--- config.mk ---
export PLATFORM = sky130hd
export DESIGN_NAME = fifo_reader
export DESIGN_NICKNAME = d
export VERILOG_FILES = /design/src/rtl/fifo_reader_pkg.sv /design/src/rtl/fifo_reader_skid.sv /design/src/rtl/fifo_reader.sv
export SDC_FILE = /design/constraint.sdc
export NUM_CORES = 1
export LEC_CHECK = 0
export CORE_ASPECT_RATIO = 1.5
export CORE_MARGIN = 5
export CORE_UTILIZATION = 35
export DETAILED_ROUTE_END_ITERATION = 10
export PLACE_DENSITY = 0.57
export SYNTH_ARGS = -nofsm -noshare
export SYNTH_HDL_FRONTEND = slang
export SYNTH_SLANG_ARGS = --single-unit
--- constraint.sdc ---
create_clock -name clk -period 5.1 [get_ports clk]
set_clock_uncertainty 0.2 [all_clocks]
set_input_delay 0.51 -clock clk [delete_from_list [all_inputs] [get_ports clk]]
set_output_delay 0.51 -clock clk [all_outputs]
set_load 0.02 [all_outputs]
--- src/rtl/fifo_reader_pkg.sv ---
// Shared definitions for the FIFO read-side controller: state encoding,
// default widths and the read-space rule.
package fifo_reader_pkg;

  localparam int unsigned DATA_SIZE_DEF       = 12;
  localparam int unsigned MAIN_QUEUE_SIZE_DEF = 3;
  localparam int unsigned ERR_CNT_W_DEF       = 8;
  localparam int unsigned OCC_W               = 2;

  typedef enum logic [1:0] {
    ST_IDLE  = 2'd0,
    ST_DRAIN = 2'd1,
    ST_FLUSH = 2'd2
  } state_t;

  // A new read is safe when, after this cycle's pop, at most one word is
  // still held or returning, so its data always finds a free buffer slot.
  function automatic logic read_space_ok(input logic [OCC_W-1:0] occ,
                                         input logic inflight,
                                         input logic pop);
    return (3'(occ) + 3'(inflight)) <= (3'd1 + 3'(pop));
  endfunction

endpackage

--- src/rtl/fifo_reader_skid.sv ---
// Two-entry output buffer absorbing the FIFO read latency; head drives the
// downstream data and holds its last value when empty.
module fifo_reader_skid
  import fifo_reader_pkg::*;
#(
  parameter int unsigned DATA_SIZE = DATA_SIZE_DEF
) (
  input  logic                 clk,
  input  logic                 reset,
  input  logic                 push,
  input  logic [DATA_SIZE-1:0] push_data,
  input  logic                 pop,
  output logic [DATA_SIZE-1:0] head,
  output logic                 valid,
  output logic [OCC_W-1:0]     occupancy
);

  logic [DATA_SIZE-1:0] tail;
  logic                 pop_ok;

  assign valid  = (occupancy != OCC_W'(0));
  assign pop_ok = pop && valid;

  always_ff @(posedge clk) begin
    if (reset) begin
      head      <= '0;
      tail      <= '0;
      occupancy <= '0;
    end else begin
      case ({push, pop_ok})
        2'b10: begin
          if (occupancy == OCC_W'(0)) begin
            head      <= push_data;
            occupancy <= OCC_W'(1);
          end else if (occupancy == OCC_W'(1)) begin
            tail      <= push_data;
            occupancy <= OCC_W'(2);
          end
        end
        2'b01: begin
          if (occupancy == OCC_W'(2)) head <= tail;
          occupancy <= occupancy - OCC_W'(1);
        end
        // Simultaneous push and pop: occupancy unchanged, order kept.
        2'b11: begin
          if (occupancy == OCC_W'(2)) begin
            head <= tail;
            tail <= push_data;
          end else begin
            head <= push_data;
          end
        end
        default: ;
      endcase
    end
  end

endmodule

--- src/rtl/fifo_reader.sv ---
// Read-side controller for the main FIFO: watermark/flush draining FSM,
// safe read issue, output buffering and a saturating error counter.
module fifo_reader
  import fifo_reader_pkg::*;
#(
  parameter int unsigned DATA_SIZE       = DATA_SIZE_DEF,
  parameter int unsigned MAIN_QUEUE_SIZE = MAIN_QUEUE_SIZE_DEF,
  parameter int unsigned ERR_CNT_W       = ERR_CNT_W_DEF
) (
  input  logic                 clk,
  input  logic                 reset,
  input  logic                 enable,
  input  logic                 flush,
  input  logic                 fifo_empty,
  input  logic                 almost_empty,
  input  logic                 fifo_error,
  input  logic [DATA_SIZE-1:0] fifo_data_out,
  output logic                 read,
  output logic [DATA_SIZE-1:0] data_out,
  output logic                 valid,
  input  logic                 ready,
  output logic                 busy,
  output logic [ERR_CNT_W-1:0] err_count
);

  localparam logic [ERR_CNT_W-1:0] ERR_MAX = '1;

  if (MAIN_QUEUE_SIZE < 1) begin : g_bad_queue_size
    $error("fifo_reader: MAIN_QUEUE_SIZE must be at least 1");
  end

  state_t           state;
  logic             inflight;
  logic [OCC_W-1:0] occupancy;
  logic             pop_now;
  logic             draining;

  assign pop_now  = valid && ready;
  assign draining = ((state == ST_DRAIN) && enable) || (state == ST_FLUSH);
  assign read     = !reset && !fifo_empty && draining
                    && read_space_ok(occupancy, inflight, pop_now);
  assign busy     = (state != ST_IDLE) || (occupancy != OCC_W'(0)) || inflight;

  // Drain FSM; almost_empty only gates entry, draining runs to empty.
  always_ff @(posedge clk) begin
    if (reset) begin
      state    <= ST_IDLE;
      inflight <= 1'b0;
    end else begin
      inflight <= read;
      case (state)
        ST_IDLE: begin
          if (flush && !fifo_empty)
            state <= ST_FLUSH;
          else if (enable && !almost_empty && !fifo_empty)
            state <= ST_DRAIN;
        end
        ST_DRAIN: begin
          if (flush)
            state <= ST_FLUSH;
          else if (fifo_empty || !enable)
            state <= ST_IDLE;
        end
        ST_FLUSH: begin
          if (fifo_empty) state <= ST_IDLE;
        end
        default: state <= ST_IDLE;
      endcase
    end
  end

  always_ff @(posedge clk) begin
    if (reset)
      err_count <= '0;
    else if (fifo_error && (err_count != ERR_MAX))
      err_count <= err_count + ERR_CNT_W'(1);
  end

  fifo_reader_skid #(
    .DATA_SIZE (DATA_SIZE)
  ) u_skid (
    .clk       (clk),
    .reset     (reset),
    .push      (inflight),
    .push_data (fifo_data_out),
    .pop       (ready),
    .head      (data_out),
    .valid     (valid),
    .occupancy (occupancy)
  );

endmodule

# Yosys cells after proc, flatten, opt, wreduce, memory -nomap -nowiden
# Cells that the tools add are included.
[classes] n_addsub=4 n_mul=0 div=0 n_lt_le_gt_ge=1 eq_ne=17 n_shift=0 muxes=17 n_bitwise=0 n_reduce_logical=28
[ops] operator="12-bit two-way mux" n=6
[ops] operator="12-bit one-hot mux with 3 select lines" n=1
[ops] operator="12-bit one-hot mux with 2 select lines" n=1
[ops] operator="2-bit two-way mux" n=7
[ops] operator="1-bit logical AND" n=9
[ops] operator="8-bit by 1-bit adder with 8-bit output, second input constant" n=1
[ops] operator="2-bit == test, second input constant" n=4
[ops] operator="2-bit by 1-bit inequality test with 1-bit output, second input constant" n=4
[ops] operator="8-bit inequality test, second input constant" n=1
[ops] operator="2-bit nonzero test" n=4
[ops] operator="2-bit by 1-bit == test with 1-bit output, second input constant" n=3
[ops] operator="2-bit one-hot mux with 3 select lines" n=1
[ops] operator="3-bit AND reduction" n=2
[ops] operator="1-bit logical NOT" n=4
[ops] operator="2-bit logical NOT" n=2
[ops] operator="1-bit logical OR" n=4
[ops] operator="2-bit inequality test, second input constant" n=2
[ops] operator="2-bit one-hot mux with 2 select lines" n=1
[ops] operator="4-bit AND reduction" n=1
[ops] operator="2-bit by 1-bit adder with 3-bit output" n=1
[ops] operator="3-bit by 2-bit less-or-equal comparator with 1-bit output" n=1
[ops] operator="3-bit by 1-bit inequality test with 1-bit output, second input constant" n=1
[ops] operator="3-bit by 2-bit inequality test with 1-bit output, second input constant" n=1
[ops] operator="3-bit inequality test, second input constant" n=1
[ops] operator="other kinds (4)" n=4
[totals] ff_bits=37 latchBits=0 ramBits=0 mem_bits_ro=0 inputBits=20 output_inout_bits=23 word_cells=73 mem_count=0

# Logic depth before layout (Yosys ltp)
# Gate-level depths: netlist (run 1).
[depth] word_depth=6 depth_mapped=7 mapped_depth_nobuf=7

# Cells and area by module
# From an unflattened synthesis (run 1), not the netlist that was laid out.
[unflattened] hier_cells=193 area_unflattened_um2=1841.8
[modules_own_cells] mod="fifo_reader_skid" n_inst=1 cells_each=119 area_per_inst_um2=1197.4 seq_area_each_um2=520.5
[modules_own_cells] mod="fifo_reader" n_inst=1 cells_each=74 area_per_inst_um2=644.4 seq_area_each_um2=220.2

# Worst setup path after synthesis (run 1)
# OpenSTA, ideal clock, no wires.
[synth_timing] path_kind="flip-flop to output port" startpoint="register u_skid.occupancy[0]" endpoint="output read" arrival_time_ps=2193 t_required_ps=4390 path_slack_ps=2197 stages_incl_launch_ff=8 n_path_buf=0 path_cell_list="dfxtp_1 > inv_1 > ha_1 > and2b_1 > fa_1 > nor2_1 > a21oi_1 > nor4_1"
[synth_via] elab_chain_len=5 elab_cells_between_ends=6 classes_between="add/sub (2); order compare (1); reduce/logical (3)"
[synth_lines] element="from (decl)" line_no="fifo_reader_skid.sv:15" source="output logic [OCC_W-1:0] occupancy"
[synth_lines] element="from (signal assigned)" line_no="fifo_reader_skid.sv:42" source="occupancy <= occupancy - OCC_W'(1);"
[synth_lines] element="2-bit nonzero test" line_no="fifo_reader_skid.sv:21" source="assign valid = (occupancy != OCC_W'(0));"
[synth_lines] element="1-bit logical AND" line_no="fifo_reader.sv:38" source="assign pop_now = valid && ready;"
[synth_lines] element="1-bit by 1-bit adder with 2-bit output" line_no="fifo_reader_pkg.sv:21" source="return (3'(occ) + 3'(inflight)) <= (3'd1 + 3'(pop));"
[synth_lines] element="3-bit by 2-bit less-or-equal comparator with 1-bit output *" line_no="fifo_reader_pkg.sv:21"
[synth_lines] element="1-bit logical AND *" line_no="fifo_reader.sv:41" source="&& read_space_ok(occupancy, inflight, pop_now);"
[synth_lines] element="to (decl)" line_no="fifo_reader.sv:18" source="output logic read,"
# Every way passes the cells marked *; elsewhere a longest branch is shown, timed or not.

# Worst setup path in the final report (run 1)
# Same ends and word-level chain as after synthesis.

==> results.py, run 1 <==
metrics = {
    "synth": {
        "synth_area_leader_cell": "dfxtp_1",
        "syn_area_mm2": 0.00185,
        "synthSimpleGateAreaFrac_pct": 14.3,
        "synth_seq_cells": 37,
        "muxShareOfSynthArea_pct": 14.6,
        "ys.flop_type": "dfxtp_1",
        "synth_common_cells": "dfxtp_1, nor2_1, mux2i_1",
        "synthAdderAreaFrac_pct": 6.48,
        "synth-edff-count": 0,
        "ys_types": 45,
        "syn-num-nets": 213,
        "synth.top_cell.area_share_pct": 39.9,
        "synth.area.top_cells": "dfxtp_1, mux2i_1, a211oi_2",
        "yosysWarningCount": 0,
        "synth_top_family_by_area": "compound AO/OA/AOI/OAI gates",
        "async_flop_share_pct": 0,
        "synth_xor_xnor_area_share_pct": 0.472,
        "synth-compound-area-share_pct": 19.4,
        "synthesis.instances": 184,
        "yosysMostFrequentCell": "dfxtp_1",
        "avgSynthCellArea_um2": 10.1,
        "yosysSeqAreaShare_pct": 39.9,
    },
    "route": {
        "wl_per_cell_um": 12.8,
        "drtIter0Drc": 52,
        "ant_nets": 0,
        "drt_first_pass_iters": 4,
        "wl_um": 3780,
        "drc": 0,
        "wl_met3_um": 93,
        "wl_met2_um": 1870,
        "viasPerCell": 4.87,
        "wl_met1_um": 1720,
        "vias": 1433,
        "routed.top_layer": "met4",
    },
    "die": {
        "fp.dieH_um": 99.1,
        "start_util_pct": 35.9,
        "io_pins": 43,
        "rows": 32,
        "core_mm2": 0.00516,
        "dieArea_mm2": 0.00688,
        "die_w_um": 69.4,
    },
    "power": {
        "finalPower_mw": 0.676,
        "pwr-share-comb_pct": 11.3,
        "seqPwrFrac_pct": 44.6,
        "leakage_nw": 0.950,
        "p_clk_share_pct": 44.1,
        "power_density_mw_per_mm2": 278,
        "peakVddDrop_mv": 0.147,
        "power.internal_mw": 0.529,
        "p_sw_share_pct": 21.7,
        "switching_power_mw": 0.147,
    },
    "critical_path": {
        "worstPathRequired_ps": 4390,
        "start_kind": "flop",
        "r2r_setup_slack_ps": 2720,
        "ff2ff_path_depth": 7,
        "end_kind": "output pin",
        "cpLargestDelayFamily": "buffers and inverters",
        "reg2reg_from": "u_skid.occupancy[0]",
        "crit_fanout": 5,
        "critPathLaunch": "u_skid.occupancy[0]",
        "worstPathCellList": "inv_1 -> ha_1 -> and2b_1 -> fa_1 -> o31a_1 -> a21oi_1 -> nor4_1 -> clkdlybuf4s50_1",
        "crit_type": "flop to output pin",
        "crit_buf_inv": 2,
        "cpPeakStageDelay_ps": 580,
        "critPathSlowestCell": "clkdlybuf4s50_1",
        "cp.arrival_ps": 2890,
        "r2r_end": "inflight",
    },
    "timing": {
        "period_share_pct": 70.6,
        "relSlewSlack_pct": 43.9,
        "slew_violations": 0,
        "clock.fmax_ghz": 0.278,
        "period_minus_slack_ps": 3600,
        "setup_tns_ps": 0,
        "rsz0062_at_grt": "false",
        "setup_violations": 0,
        "hold_viol": 0,
        "tightest_slew_ps": 842,
    },
    "cts": {
        "post_cts.repair.setup_buffers": 0,
        "cts-buffers-inserted": 5,
        "cts_max_level": 2,
        "cts_tree": "yes",
        "cts_resized": 0,
        "cts-hold-fix-buffers": 0,
        "clock_sinks": 37,
        "clockRootBuffer": "clkbuf_8",
        "cts.clk_slew.worst_paths_ps": 80,
        "ctsLongestPathBuffers": 2,
        "clk_latency_ps": 280,
    },
    "hold_path": {
        "hold_depth": 2,
        "hold_path.startpoint": "u_skid.tail[8]",
        "hold_end": "u_skid.tail[8]",
        "hold_class": "flop to flop",
    },
    "outcome": {
        "status": "completed",
    },
    "flow_run": {
        "cap_violations": 0,
    },
    "cells_and_area": {
        "n_fill_cell": 491,
        "finish.net_count": 254,
        "antennaDiodeCount": 0,
        "synthToLayoutAreaGrowth_pct": 31.0,
        "drive_gt1_share_pct": 11.9,
    },
    "global_routing": {
        "grt_pass1_vias": 1413,
        "antenna_found_initial": 0,
        "grt_max_degree": 40,
        "grt.overflow.total": 0,
        "grt_pass1_wl_um": 6430,
        "track_usage_pct": 11.5,
    },
    "place": {
        "place.gp.congestion": 0.704,
        "dp_hpwl_um": 2700,
        "portBuffers": 42,
    },
}
## registers in the layout, indices dropped and copies added, names as in the netlist
signal	flops
inflight	1
u_skid.tail	12
err_count	8
u_skid.occupancy	2
state	2
u_skid.head	12
## stage by stage
stage | instances | setup slack (ps) | util [%] | hold slack (ps) | instance area, µm²
floorplan | 184 | 2200 | - | 260 | 1850
detailed placement | 286 | 1480 | 44.5 | 283 | 2300
global route | 294 | 1230 | 47.0 | 326 | 2430
CTS | 294 | 1460 | 47.0 | 303 | 2430
finish | 294 | 1500 | 47.0 | 295 | 2430
global placement | 286 | 1490 | 44.5 | 272 | 2300
## layer usage
metal	track usage [%]	vias up
li1	-	749
met1	13.0	654
met2	20.0	24
met3	2.33	6
met4	6.32	0
met5	0	-
## worst max-delay path by stage
stage,end,cells after the start,slack (ps)
6_report,read,8,1500
5_1_grt,read,8,1230
4_1_cts,read,8,1460
3_5_place_dp,read,7,1480
3_3_place_gp,read,7,1490
2_1_floorplan,read,7,2200
## cell families after synthesis
| logic type | count (synthesis) |
|---|---|
| buf+inv | 16 |
| fa+ha+maj | 9 |
| simple gates | 56 |
| flops | 37 |
| compound gates | 38 |
| xor+xnor | 1 |
| mux | 27 |
## power groups by stage
| stage | sequential [mW] | combinational (mW) | clock (mW) |
|---|---|---|---|
| final | 0.301 | 0.0762 | 0.298 |
| after global routing | 0.303 | 0.0830 | 0.322 |
| after CTS | 0.301 | 0.0773 | 0.309 |
| after detailed placement | 0.308 | 0.0769 | 0 |
| after global placement | 0.308 | 0.0770 | 0 |
| after floorplan | 0.315 | 0.0344 | 0 |
## layout by cell type (no fill, tap or decap), types with 2 or more instances in the layout
cell type	synthesis	final
o2111a_1	2	2
mux2i_1	26	26
inv_1	7	7
ha_1	8	8
nand2_1	3	3
nor3_1	2	2
a211oi_1	4	4
a211oi_2	10	10
nand2b_1	2	2
nor2_1	33	33
nor4_1	3	3
o21ai_0	2	2
a311oi_1	2	2
nand3_1	2	2
a21oi_1	5	5
bufinv_16	0	2
clkdlybuf4s50_1	0	41
nand4_1	2	2
clkbuf_8	0	5
a31oi_1	2	2
dfxtp_1	37	37
and2b_1	2	2
and3_1	2	2
## worst reg2reg max path, stage by stage (launching register included)
cell and delay (ps):
dfxtp_1 410, inv_1 120, ha_1 230, and2b_1 280
fa_1 460, o31a_1 310, a21oi_1 160, nor4_1 60
## cell type report
| type | count | area (µm²) | share of cell area, % |
|---|---|---|---|
| inverters | 8 | 30.0 | 1.24 |
| repair buffers | 42 | 415 | 17.1 |
| clock inverters | 3 | 65.1 | 2.68 |
| clock buffers | 5 | 68.8 | 2.83 |
| multi-input cells | 131 | 1020 | 42.2 |
| well taps | 68 | 85.1 | 3.50 |
| flip-flops and latches | 37 | 741 | 30.5 |
Note: power is estimated with default switching activity, not from simulation.
==> inputs of run 2 (changes only) <==
==> constraint.sdc (replaced) <==
create_clock -name clk -period 3.6 [get_ports clk]
set_clock_uncertainty 0.2 [all_clocks]
set_input_delay 0.36 -clock clk [delete_from_list [all_inputs] [get_ports clk]]
set_output_delay 0.36 -clock clk [all_outputs]
set_load 0.02 [all_outputs]
==> run 2 against run 1 <==
  * Critical path depth unchanged
  * Clock power is 6% lower
  * Global-route usage up 0.35 points
  * Worst hold slack about the same
  * Cell area fell by 2.0%
  * Clock-buffer cell count increased by 1
  * Sequential power up 42%
  * Largest power group unchanged
  * Highest routed layer unchanged
==> results.py, run 2 (synthesis gave the netlist of run 1 again) <==
metrics = {
    "die": {
        "fp.dieH_um": 99.1,
        "io_pins": 43,
        "core_mm2": 0.00516,
        "die_w_um": 69.4,
        "dieArea_mm2": 0.00688,
        "rows": 32,
        "start_util_pct": 35.9,
    },
    "cts": {
        "clk_latency_ps": 290,
        "cts_max_level": 2,
        "cts-buffers-inserted": 5,
        "clockRootBuffer": "clkbuf_8",
        "cts.clk_slew.worst_paths_ps": 70,
        "post_cts.repair.setup_buffers": 0,
        "clock_sinks": 37,
        "ctsLongestPathBuffers": 2,
        "cts_tree": "yes",
    },
    "hold_path": {
        "hold_class": "flop to flop",
    },
    "critical_path": {
        "crit_buf_inv": 2,
        "cpLargestDelayFamily": "adder cells",
        "crit_type": "flop to output pin",
        "end_kind": "output pin",
        "crit_fanout": 5,
        "critPathSlowestCell": "fa_1",
        "worstPathCellList": "inv_1 -> ha_1 -> and2b_1 -> fa_1 -> o31a_1 -> a21oi_1 -> nor4_1 -> dlymetal6s2s_1",
        "cp.arrival_ps": 2560,
        "worstPathRequired_ps": 3040,
        "start_kind": "flop",
        "cpPeakStageDelay_ps": 460,
    },
    "cells_and_area": {
        "layout_commonest_cell": "clkdlybuf4s50_1",
        "reg_top3": "u_skid.head (12), u_skid.tail (12), err_count (8)",
        "fin_cells": 294,
        "antennaDiodeCount": 0,
        "synthToLayoutAreaGrowth_pct": 28.4,
        "finish.net_count": 254,
        "drive_gt1_share_pct": 11.5,
        "final_cell_mix": "clkdlybuf4s50_1, dfxtp_1, nor2_1",
        "fin_area_mm2": 0.00238,
    },
    "place": {
        "place.gp.congestion": 0.686,
        "place_area_mm2": 0.00230,
        "dp_cells": 286,
        "dp_hpwl_um": 2790,
        "portBuffers": 42,
    },
    "power": {
        "power.internal_mw": 0.608,
        "leakage_nw": 0.945,
        "p_sw_share_pct": 25.3,
        "pwr-share-comb_pct": 13.3,
        "switching_power_mw": 0.206,
        "power_density_mw_per_mm2": 342,
        "seqPwrFrac_pct": 52.4,
        "peakVddDrop_mv": 0.206,
        "p_clk_share_pct": 34.3,
        "finalPower_mw": 0.815,
    },
    "timing": {
        "relSlewSlack_pct": 45.4,
        "slew_violations": 0,
        "setup_tns_ps": 0,
        "rsz0062_at_grt": "false",
        "clock.fmax_ghz": 0.320,
        "tightest_slew_ps": 819,
        "hold_viol": 0,
        "period_share_pct": 86.7,
        "setup_violations": 0,
        "period_minus_slack_ps": 3120,
    },
    "global_routing": {
        "track_usage_pct": 11.8,
        "antenna_found_initial": 0,
        "grt.overflow.total": 0,
        "grt_pass1_wl_um": 6640,
        "grt_max_degree": 40,
        "grt_pass1_vias": 1459,
    },
    "route": {
        "wl_um": 3940,
        "ant_nets": 0,
        "wl_per_cell_um": 13.4,
        "vias": 1469,
        "viasPerCell": 5.00,
        "drtIter0Drc": 42,
        "drt_first_pass_iters": 4,
        "drc": 0,
    },
    "outcome": {
        "status": "completed",
    },
    "flow_run": {
        "cap_violations": 0,
    },
}
[run 2: final timing paths]
kind,start,end,slack (ps),depth (start not counted)
worst max-delay path,u_skid.occupancy[0],read,480,8
worst min-delay path,u_skid.tail[10],u_skid.tail[10],290,2
worst max register to register,u_skid.occupancy[0],inflight,1220,7
worst min register to register,u_skid.tail[10],u_skid.tail[10],290,2
[run 2: layer usage]
| metal | wire [µm] | GRT usage (%) | up-vias |
|---|---|---|---|
| met5 | 0 | 0 | - |
| met4 | 92 | 6.77 | 0 |
| met3 | 104 | 2.73 | 6 |
| met2 | 1980 | 20.5 | 28 |
| met1 | 1760 | 13.2 | 692 |
| li1 | - | - | 743 |
[run 2: area by class of cell]
type	instances	area, µm²
clock buffers	6	72.6
clock inverters	2	10.0
fillers	506	2780
inverters	8	30.0
multi-input cells	131	1020
flip-flops and latches	37	741
well taps	68	85.1
repair buffers	42	418
[run 2: power groups by stage]
stage,Clock (mW),Sequential (mW),Combinational (mW)
after floorplan,0,0.446,0.0488
after global placement,0,0.437,0.109
after detailed placement,0,0.436,0.110
after CTS,0.296,0.427,0.110
after global routing,0.311,0.429,0.118
final,0.280,0.427,0.109
[run 2: timing repair]
action | CTS | global route
endpoints found under the setup margin | 0 | 1
resized for setup | 0 | 1
hold buffers | 0 | 0
[run 2: tightest hold or removal path, stage by stage (launching register included)]
cell and delay [ps]:
dfxtp_1 330, mux2i_1 60, nor2_1 70
[run 2: stage by stage]
stage	worst slack, ps	utilization, %	hold WS (ps)
6_report	479	46.1	295
5_1_grt	292	46.1	324
2_1_floorplan	847	-	237
4_1_cts	105	46.1	302
3_3_place_gp	282	44.5	272
3_5_place_dp	278	44.5	283
==> inputs of run 3 (changes only) <==
--- a/config.mk
+++ b/config.mk
@@ -6,9 +6,10 @@
 export NUM_CORES = 1
 export LEC_CHECK = 0
 export CORE_ASPECT_RATIO = 1.5
-export CORE_MARGIN = 5
+export CORE_MARGIN = 3
 export CORE_UTILIZATION = 35
 export DETAILED_ROUTE_END_ITERATION = 10
+export GPL_ROUTABILITY_DRIVEN = 0
 export PLACE_DENSITY = 0.57
 export SYNTH_ARGS = -nofsm -noshare
 export SYNTH_HDL_FRONTEND = slang
==> run 3 against run 2 <==
  * Core utilization up 2.7 points
  * Sequential share of layout area down 0.53 points
  * Clock power up 31%
  * Global-route usage up 1.2 points
  * Cell area up 1.7%
  * Flip-flop and latch count unchanged
  * Worst setup slack worse by 290 ps
  * Worst hold slack worse by 1.6 ps
  * First-iteration DRC count up 17%
  * Register-to-register slack better by 20 ps
  * Non-clock buffer count up 1
  * Clock-buffer cell count up 1
  * Highest routed layer unchanged
==> results.py, run 3 (synthesis gave the netlist of run 1 again) <==
metrics = {
    "cells_and_area": {
        "layout.core_utilization_pct": 48.8,
        "synthToLayoutAreaGrowth_pct": 30.6,
        "final_cell_mix": "clkdlybuf4s50_1, dfxtp_1, nor2_1",
        "n_fill_cell": 504,
        "antennaDiodeCount": 0,
        "fin_area_mm2": 0.00242,
        "reg_top3": "u_skid.head (12), u_skid.tail (12), err_count (8)",
        "layout_commonest_cell": "clkdlybuf4s50_1",
        "drive_gt1_share_pct": 11.5,
        "finish.net_count": 255,
    },
    "route": {
        "wl_per_cell_um": 13.0,
        "viasPerCell": 4.89,
        "wl_um": 3800,
        "drt_first_pass_iters": 4,
        "vias": 1433,
        "ant_nets": 0,
        "drc": 0,
        "drtIter0Drc": 49,
    },
    "hold_path": {
        "hold_class": "flop to flop",
        "hold_end": "u_skid.tail[1]",
        "hold_path.startpoint": "u_skid.tail[1]",
        "hold_depth": 2,
    },
    "power": {
        "power.internal_mw": 0.701,
        "p_sw_share_pct": 22.3,
        "leakage_nw": 0.945,
        "p_clk_share_pct": 40.6,
        "power_density_mw_per_mm2": 372,
        "seqPwrFrac_pct": 47.3,
        "switching_power_mw": 0.201,
        "pwr-share-comb_pct": 12.1,
        "peakVddDrop_mv": 0.397,
    },
    "global_routing": {
        "grt_pass1_vias": 1419,
        "grt.overflow.total": 0,
        "grt_pass1_wl_um": 6400,
        "antenna_found_initial": 0,
        "track_usage_pct": 13.0,
        "grt_max_degree": 39,
    },
    "flow_run": {
        "cap_violations": 0,
    },
    "critical_path": {
        "end_kind": "output pin",
        "crit_fanout": 5,
        "crit_type": "flop to output pin",
        "ff2ff_path_depth": 7,
        "r2r_end": "inflight",
        "start_kind": "flop",
        "cp.arrival_ps": 2850,
        "worstPathRequired_ps": 3040,
        "r2r_setup_slack_ps": 1240,
        "reg2reg_from": "u_skid.occupancy[0]",
    },
    "timing": {
        "setup_tns_ps": 0,
        "hold_viol": 0,
        "setup_violations": 0,
        "relSlewSlack_pct": 49.7,
        "rsz0062_at_grt": "false",
        "period_minus_slack_ps": 3410,
        "slew_violations": 0,
        "clock.fmax_ghz": 0.293,
        "tightest_slew_ps": 752,
        "period_share_pct": 94.8,
        "worst_slack_ps": 189,
    },
    "cts": {
        "post_cts.repair.setup_buffers": 0,
        "cts_tree": "yes",
        "clockRootBuffer": "clkbuf_8",
        "cts.clk_slew.worst_paths_ps": 70,
        "cts-hold-fix-buffers": 0,
        "cts-buffers-inserted": 5,
        "ctsLongestPathBuffers": 2,
        "clock_sinks": 37,
        "cts_resized": 0,
        "clk_latency_ps": 280,
        "cts_max_level": 2,
    },
    "die": {
        "die_w_um": 65.4,
        "fp.dieH_um": 95.1,
        "dieArea_mm2": 0.00623,
        "core_mm2": 0.00496,
        "io_pins": 43,
        "rows": 31,
        "start_util_pct": 37.3,
    },
    "place": {
        "place_area_mm2": 0.00231,
        "pre_cts_slack_ps": 321,
        "dp_hpwl_um": 2680,
        "portBuffers": 42,
    },
    "outcome": {
        "status": "completed",
    },
}
-- run 3: cell types whose count changed in the layout (fill, tap and decap cells not counted) --
cell | previous run | this run
clkdlybuf4s50_1 | 40 | 42
clkinv_2 | 2 | 0
buf_2 | 1 | 0
buf_4 | 0 | 1
bufinv_16 | 0 | 1
clkbuf_8 | 5 | 6
dlymetal6s2s_1 | 1 | 0
-- run 3: stage by stage --
| stage | hold slack, ps | instances | total power, mW |
|---|---|---|---|
| 2_1_floorplan | 237 | 184 | 0.494 |
| 3_3_place_gp | 272 | 285 | 0.547 |
| 3_5_place_dp | 280 | 285 | 0.547 |
| 4_1_cts | 301 | 293 | 0.920 |
| 5_1_grt | 327 | 293 | 0.943 |
| 6_report | 293 | 293 | 0.902 |
-- run 3: power groups by stage --
stage	clock (mW)	combinational (mW)	sequential, mW
6_report	0.366	0.109	0.427
4_1_cts	0.382	0.111	0.427
3_3_place_gp	0	0.110	0.436
3_5_place_dp	0	0.110	0.437
5_1_grt	0.395	0.120	0.428
2_1_floorplan	0	0.0488	0.446
-- run 3: how the worst max path moves through the flow --
stage                              startpoint  endpoint  slack [ps]
after floorplan           u_skid.occupancy[0]      read         850
after global placement                  ready      read         330
after detailed placement                ready      read         320
after CTS                 u_skid.occupancy[0]      read         170
after global routing      u_skid.occupancy[0]      read          30
final                     u_skid.occupancy[0]      read         190
-- run 3: final cells by class --
| cell class | count | area [µm²] | share of cell area, % |
|---|---|---|---|
| clock inverter | 1 | 30.0 | 1.24 |
| clock buffer | 7 | 86.3 | 3.56 |
| timing repair buffer | 43 | 428 | 17.7 |
| multi-input combinational | 131 | 1020 | 42.3 |
| tap | 66 | 82.6 | 3.41 |
| inverter | 8 | 30.0 | 1.24 |
| sequential | 37 | 741 | 30.6 |
-- run 3: routing by layer --
| layer | global-route usage [%] | up-vias | part of all wire (%) |
|---|---|---|---|
| met4 | 4.67 | 0 | 1.7 |
| met3 | 3.66 | 7 | 4.1 |
| li1 | - | 744 | - |
| met5 | 0 | - | 0 |
| met2 | 22.7 | 24 | 52 |
| met1 | 15.1 | 658 | 42 |
-- run 3: critical path, stage by stage, from the launching register on --
cell,delay [ps]
dfxtp_1,410
inv_1,120
ha_1,230
and2b_1,280
fa_1,460
o31a_1,300
a21oi_1,170
nor4_1,70
clkdlybuf4s50_1,540
